### config.mk
export PLATFORM = sky130hd
export DESIGN_NAME = cpu_step_ctrl
export DESIGN_NICKNAME = d
export VERILOG_FILES = /design/src/rtl/cpu_step_ctrl.sv
export SDC_FILE = /design/constraint.sdc
export NUM_CORES = 1
export LEC_CHECK = 0
export BUFFER_PORTS_ARGS = -buffer_cell sky130_fd_sc_hd__buf_4
export CORE_MARGIN = 8
export CORE_UTILIZATION = 30
export DETAILED_ROUTE_END_ITERATION = 16
export SYNTH_ARGS = -nofsm -noshare
export SYNTH_HDL_FRONTEND = slang
export SYNTH_SLANG_ARGS = --single-unit
### constraint.sdc
create_clock -name clk -period 2.2 [get_ports clk]
set_input_delay 0.11 -clock clk [delete_from_list [all_inputs] [get_ports clk]]
set_output_delay 0.11 -clock clk [all_outputs]
set_load 0.1 [all_outputs]
### src/rtl/cpu_step_ctrl.sv
// Execution controller for the single-cycle MIPS core: debounces step/run buttons and
// generates the PC enable for single-step, divided free-run and PC-breakpoint halt.
module cpu_step_ctrl #(
    parameter int DEB_CYCLES = 16,
    parameter int RUN_DIV    = 4
) (
    input  logic        clk,
    input  logic        clr,
    input  logic        btn_step,
    input  logic        btn_run,
    input  logic        bp_en,
    input  logic [31:0] bp_addr,
    input  logic [31:0] pcdata,
    output logic        we,
    output logic        running,
    output logic        halted,
    output logic [15:0] step_cnt
);
    localparam int NUM_BTN = 2;
    localparam int CW = (DEB_CYCLES > 1) ? $clog2(DEB_CYCLES) : 1;
    localparam int DW = (RUN_DIV > 1) ? $clog2(RUN_DIV) : 1;

    typedef enum logic [1:0] {IDLE, STEP, RUN, HALT} state_t;

    logic [NUM_BTN-1:0]         btn_raw, s1, s2, deb, deb_d, press;
    logic [NUM_BTN-1:0][CW-1:0] deb_cnt;
    logic                       run_p, step_p;

    state_t        state, state_n;
    logic [DW-1:0] div;
    logic          div_last, skip_bp, bp_hit;

    // lane 0 = step, lane 1 = run; both lanes share the same conditioning path
    assign btn_raw = {btn_run, btn_step};

    always_ff @(posedge clk) begin
        if (clr) begin
            s1      <= '0;
            s2      <= '0;
            deb     <= '0;
            deb_d   <= '0;
            deb_cnt <= '0;
        end else begin
            s1    <= btn_raw;
            s2    <= s1;
            deb_d <= deb;
            for (int i = 0; i < NUM_BTN; i++) begin
                if (s2[i] != deb[i]) begin
                    if (deb_cnt[i] == CW'(DEB_CYCLES - 1)) begin
                        deb[i]     <= s2[i];
                        deb_cnt[i] <= '0;
                    end else begin
                        deb_cnt[i] <= deb_cnt[i] + CW'(1);
                    end
                end else begin
                    deb_cnt[i] <= '0;
                end
            end
        end
    end

    assign press  = deb & ~deb_d;
    assign run_p  = press[1];
    assign step_p = press[0];

    assign div_last = (div == DW'(RUN_DIV - 1));
    assign bp_hit   = bp_en && (pcdata == bp_addr) && div_last && !skip_bp;

    // run is tested first everywhere, so a coincident step pulse is dropped
    always_comb begin
        state_n = state;
        we      = 1'b0;
        case (state)
            IDLE: begin
                if (run_p)       state_n = RUN;
                else if (step_p) state_n = STEP;
            end
            STEP: begin
                we      = 1'b1;
                state_n = IDLE;
            end
            RUN: begin
                if (run_p)       state_n = IDLE;
                else if (bp_hit) state_n = HALT;
                else             we = div_last;
            end
            HALT: begin
                if (run_p)       state_n = RUN;
                else if (step_p) state_n = STEP;
            end
            default: state_n = IDLE;
        endcase
    end

    always_ff @(posedge clk) begin
        if (clr) begin
            state    <= IDLE;
            div      <= '0;
            skip_bp  <= 1'b0;
            running  <= 1'b0;
            halted   <= 1'b0;
            step_cnt <= '0;
        end else begin
            state   <= state_n;
            running <= (state_n == RUN);
            halted  <= (state_n == HALT);
            if (state == RUN && state_n == RUN)
                div <= div_last ? '0 : div + DW'(1);
            else
                div <= '0;
            // resuming from a breakpoint must not re-hit the same PC before it moves
            if (state != RUN && state_n == RUN)
                skip_bp <= (state == HALT);
            else if (state == RUN && we)
                skip_bp <= 1'b0;
            if (we)
                step_cnt <= step_cnt + 16'd1;
        end
    end

endmodule

== Yosys cells after proc, flatten, opt, wreduce, memory -nomap -nowiden ==
Index checks and enable logic that the tools add are counted.
W data, S select, Z words.

* Equality and inequality tests: 12
* Div/mod/pow operators: 0
* Multiplexer cells: 10
* Reductions and logical operators: 15
* Multiply operators: 0
* $lt $le $gt $ge: 0
* Bitwise gates (word level): 5
* Shifts and indexed selects: 0
* $add $sub $neg: 4

{| class="wikitable"
|+ Operators by type and width
! cell !! count
|-
| $eq A32 B32 Y1 || 1
|-
| $add A16 B1 Y16 const B || 1
|-
| $eq A2 B2 Y1 const B || 5
|-
| $reduce_or A3 Y1 || 3
|-
| $add A4 B1 Y4 const B || 2
|-
| $eq A4 B4 Y1 const B || 2
|-
| $mux W2 || 4
|-
| $logic_and A1 B1 Y1 || 6
|-
| $pmux W2 S3 || 1
|-
| $mux W1 || 4
|-
| $reduce_and A2 Y1 || 2
|-
| $not A1 Y1 || 3
|-
| $add A2 B1 Y2 const B || 1
|-
| $and A2 B2 Y2 || 1
|-
| $eq A2 B1 Y1 const B || 1
|-
| $logic_not A2 Y1 || 1
|-
| $ne A1 B1 Y1 || 2
|-
| $ne A2 B2 Y1 const B || 1
|-
| $not A2 Y2 || 1
|-
| $pmux W1 S2 || 1
|-
| $reduce_bool A2 Y1 || 1
|-
| $reduce_or A2 Y1 || 1
|-
| $logic_not A1 Y1 || 1
|}

* Memory bits (read-only): 0
* Bits in latches: 0
* Register bits after elaboration: 39
* Memories: 0
* Output and inout port bits: 19
* RAM bits: 0

== Longest topological paths before layout ==
* Word-level depth: 11
* Depth in mapped cells: 9
* Depth with buffers taken out: 8

== Worst setup path before layout ==
Ideal clock, no wire load.

* Path type: register to register
* From: register step_cnt[3]
* To: register step_cnt[13]
* Stages on the path, launching flop included: 6
* Setup slack: -120 ps
* Library setup time: 121 ps
* Data arrival time: 2,199 ps
* Path through: dfxtp_1 and3_4 and2b_4 nor2b_1 nor4b_2 mux2_4

* Word-level cells in the longest chain between the ends: 1

{| class="wikitable"
|+ RTL lines
! element !! line !! text
|-
| start: declaration || 17 || <nowiki>output logic [15:0] step_cnt</nowiki>
|-
| start signal: assignment || 117 || <nowiki>step_cnt <= step_cnt + 16'd1;</nowiki>
|-
| $add A16 B1 Y16 || 117 ||
|}

Every way passes these cells.
A chain may end at the register's enable or synchronous reset.

== Worst setup path after layout ==
* From: register state[0]
* To: register step_cnt[2]

* Word-level cells in the longest chain between the ends: 2
* Elaborated cells between the ends (all ways): 3
* Classes of those cells: eq/ne (2); mux (1)

{| class="wikitable"
|+ RTL lines
! element !! line !! text
|-
| start: declaration || 29 || <nowiki>state_t state, state_n;</nowiki>
|-
| start signal: assignment || 104 || <nowiki>state <= state_n;</nowiki>
|-
| $eq A2 B2 Y1 or $eq A2 B1 Y1 (tied branches) || 73 || <nowiki>case (state)</nowiki>
|-
| $pmux W1 S2 (*) || 73 ||
|}

Mark *: on every way between the ends. The rest lies on a longest branch, timed or not.

==> summary.txt <==
CTS
  – Maximum root-to-sink buffer count: 2
  – Clock Latency Late Sink: 0.29 ns
  – H-tree levels: 2
  – Clock sink count: 39
  – Root buf cell: clkbuf_8
  – CTS tree: done
  – Reg clk slew, reported paths: 0.08 ns
  – Hold_buf cts: 0
  – CTS buffer count: 5

Route
  – Via density: around 4.6
  – DR pass1 iterations: 4
  – Routed Antenna Nets: 0
  – Wire length per cell: 13.30 microns
  – Final WL: 5813 microns
  – DRC viols: 0
  – Initial drt markers: 64
  – DR vias: 2021

Setup path
  – Highest cell delay on the worst timing path: 0.41 ns
  – Register-to-register setup slack: between 0.15 and 0.2 ns
  – Max FO, Critical Path: 5
  – WP buf/inv: 4
  – Crit start category: flop
  – CP Depth: 9
  – FF-to-FF Start: state[0]$_SDFF_PP0_
  – Crit path capture type: flop
  – Top cell by count, worst path: buf_4
  – Crit path required time: 2.42 ns
  – CP arrival: between 2 and 2.5 ns
  – Critical path cell sequence: inv_1 > ha_1 > nor2_1 > o41ai_4 > buf_4 > buf_4 > buf_4 > or3_1 > a21oi_1
  – Reg-to-reg endpoint: step_cnt[2]$_SDFFE_PP0P_
  – Worst r2r path cells: 9
  – Setup CP Type: reg -> reg
  – Largest delay contributor family on the critical path: simple AND/OR/NAND/NOR gates
  – Slowest cell on the critical path: dfxtp_1

Timing
  – Setup Skew: 0.002462 ns
  – Hold_ws: between 0.03 and 0.04 ns
  – Period Utilization, post-route: 0.9226
  – Slew @ Worst Pin: 0.4907 ns
  – Fmax achieved: 0.4927 GHz
  – Final setup vio count: 0
  – Rel. slew slack: 0.6699
  – Min Tclk post-route: ~2.0 ns
  – RSZ-0062 raised after global routing: false
  – Max Transition Viols Final: 0
  – Final setup TNS: 0 ns
  – Final Hold Viols: 0

Global route
  – Antenna violations before repair: 0
  – Vias in the first global route: slightly below 2000
  – Pin count of the biggest net entering global routing: 37
  – First-pass GRT wire length: 9197 microns
  – GRT Total Usage: 0.1086
  – GRT Residual Overflow: 0

Final layout
  – Area grow syn2layout: 41.25%
  – Share of cells above drive strength 1: 0.3817
  – Nets: 413
  – Number of diodes: 0

Synthesis
  – Proportion of netlist area held by the largest area contributor: 0.3446
  – Synth area leaders: dfxtp_1 (34%), xor2_1 (13%), nor2_1 (4.0%), ha_1 (3.9%), mux2_4 (3.3%)
  – Post-synth ARST share: 0
  – Avg Inst Size Synth: approximately 9.3 sq um
  – Number of synthesized flops with an enable pin: 0
  – Mapped Area: 2266 sq um
  – Mapped Nets: between 300 and 400
  – Yosys warns: 0
  – Netlist cell types: 44
  – Seq/Total Area, Yosys: 0.3446
  – Cells after Synth: 243
  – Seq cells post-synth: 39
  – Most used DFF post-synth: dfxtp_1
  – Cell accounting for the most synthesized area: dfxtp_1

Floorplan
  – Die Height: about 100 microns
  – Row Count: 31
  – Die width: 102.9 microns
  – Die area: 10590 sq um
  – Initial Util: 0.3107
  – I/O pin count: 88
  – Core area: 7292 sq um

Hold path
  – Hold EP: s1[1]$_SDFF_PP0_
  – Hold Path Depth: 2
  – Hold Crit Start: btn_run
  – Worst min path class: in -> reg

Place
  – PortBufs: 87
  – Final HPWL DP: 4595 microns
  – GPL Wtd Cong: 0.7795

Power
  – Worst IR drop on VDD: 0.3251 mV
  – Power Density: 500.5 nW/um^2
  – Leakage power: 1.312 nW

Outcome
  – Status: completed

Run
  – Max Cap Violations: 0
==> metrics by stage <==
stage / worst slack (ns) / std cells / instance area [sq um] / util / total power [mW]
global placement: 0.1203 / 426 / 3025 / 0.4149 / 0.9125
floorplan: 0.02528 / 243 / 2272 / - / 0.7997
detailed placement: 0.1563 / 426 / 3025 / 0.4149 / 0.9149
finish: 0.1703 / 437 / 3201 / 0.4389 / 1.602
global route: 0.01457 / 437 / 3201 / 0.4389 / 1.667
CTS: 0.01377 / 435 / 3171 / 0.4348 / 1.626
==> per-layer routing <==
metal | vias to the layer above | share of wire | GRT usage
met4 | 0 | 0.0046 | 0.02336
met5 | - | 0 | 0
met1 | 922 | 0.44 | 0.1259
met2 | 34 | 0.51 | 0.1940
met3 | 4 | 0.049 | 0.02903
li1 | 1061 | - | -
==> cell usage in the layout, fill, tap and decap left out, types with 2 or more instances in the layout <==
cell type / netlist / routed
nor3_2: 4 / 5
nor3_1: 4 / 3
o31ai_1: 8 / 8
dfxtp_1: 39 / 34
or3_1: 4 / 4
nor2_1: 24 / 24
a21oi_1: 11 / 11
xor2_1: 34 / 34
ha_1: 7 / 7
clkbuf_8: 1 / 5
and3_1: 2 / 2
nor4_2: 2 / 2
inv_1: 7 / 7
nor2b_1: 11 / 11
xnor2_1: 5 / 5
dfxtp_2: 0 / 5
or4_1: 7 / 7
buf_4: 1 / 93
bufinv_16: 0 / 2
mux2i_1: 3 / 3
mux2_4: 5 / 5
nand4_1: 10 / 10
nand3_1: 6 / 6
nand2_1: 10 / 10
nor4_1: 12 / 12
and2b_2: 2 / 2
==> logic make-up after synthesis <==
family                   Yosys count  synth area share
AO/OA/AOI/OAI                     28           0.08670
XOR/XNOR                          39            0.1507
AND/OR/NAND/NOR                  106            0.2871
multiplexers                       8           0.04638
adder cells (fa/ha/maj)            7           0.03865
flip-flops                        39            0.3446
buffers and inverters             16           0.04583
==> repair_timing <==
item,CTS,global route
endpoints found under the setup margin,1,1
pin swaps,1,1
resized for setup,1,2
setup buffers,1,2
==> worst max-delay path by stage <==
stage / from / endpoint / slack [ns]
after floorplan: step_cnt[6]$_SDFFE_PP0P_ / step_cnt[15]$_SDFFE_PP0P_ / 0.03
after global placement: div[0]$_SDFF_PP0_ / step_cnt[13]$_SDFFE_PP0P_ / 0.12
after detailed placement: div[0]$_SDFF_PP0_ / step_cnt[13]$_SDFFE_PP0P_ / 0.16
after CTS: div[0]$_SDFF_PP0_ / we / 0.01
after global routing: div[0]$_SDFF_PP0_ / we / 0.01
final: state[0]$_SDFF_PP0_ / step_cnt[2]$_SDFFE_PP0P_ / 0.17
==> synth_stat cells (all sizes together), types with 2 or more instances <==
library cell	number
nor3	8
mux2	5
nand4	10
a211oi	2
nand3	6
or4	7
nor2b	11
o31ai	8
or3	4
inv	8
nor2	24
mux2i	3
xnor2	5
xor2	34
dfxtp	39
nor4	15
clkbuf	3
ha	7
nand2	10
a21oi	11
and2b	3
buf	5
and3	3
==> final cells by class <==
class,count,area [sq um]
timing repair buffer,95,729.5
sequential,39,787.0
clock buffer,6,72.57
clock inverter,2,60.06
fill,752,4091
inverter,8,30.03
multi-input combinational,188,1398
tap,99,123.9
==> where the power goes <==
| part | switching, mW | internal (mW) |
|---|---|---|
| clock | 0.251 | 0.453 |
| combinational | 0.0742 | 0.111 |
| sequential | 0.00208 | 0.710 |
| total | 0.327 | 1.27 |
==> registers in the layout, summed over array words and instances, names as in the netlist <==
signal    cells
deb           2
halted        1
div           2
skip_bp       1
s2            2
deb_d         2
deb_cnt       8
s1            2
step_cnt     16
state         2
running       1
Power figures use the tool's default switching activity.
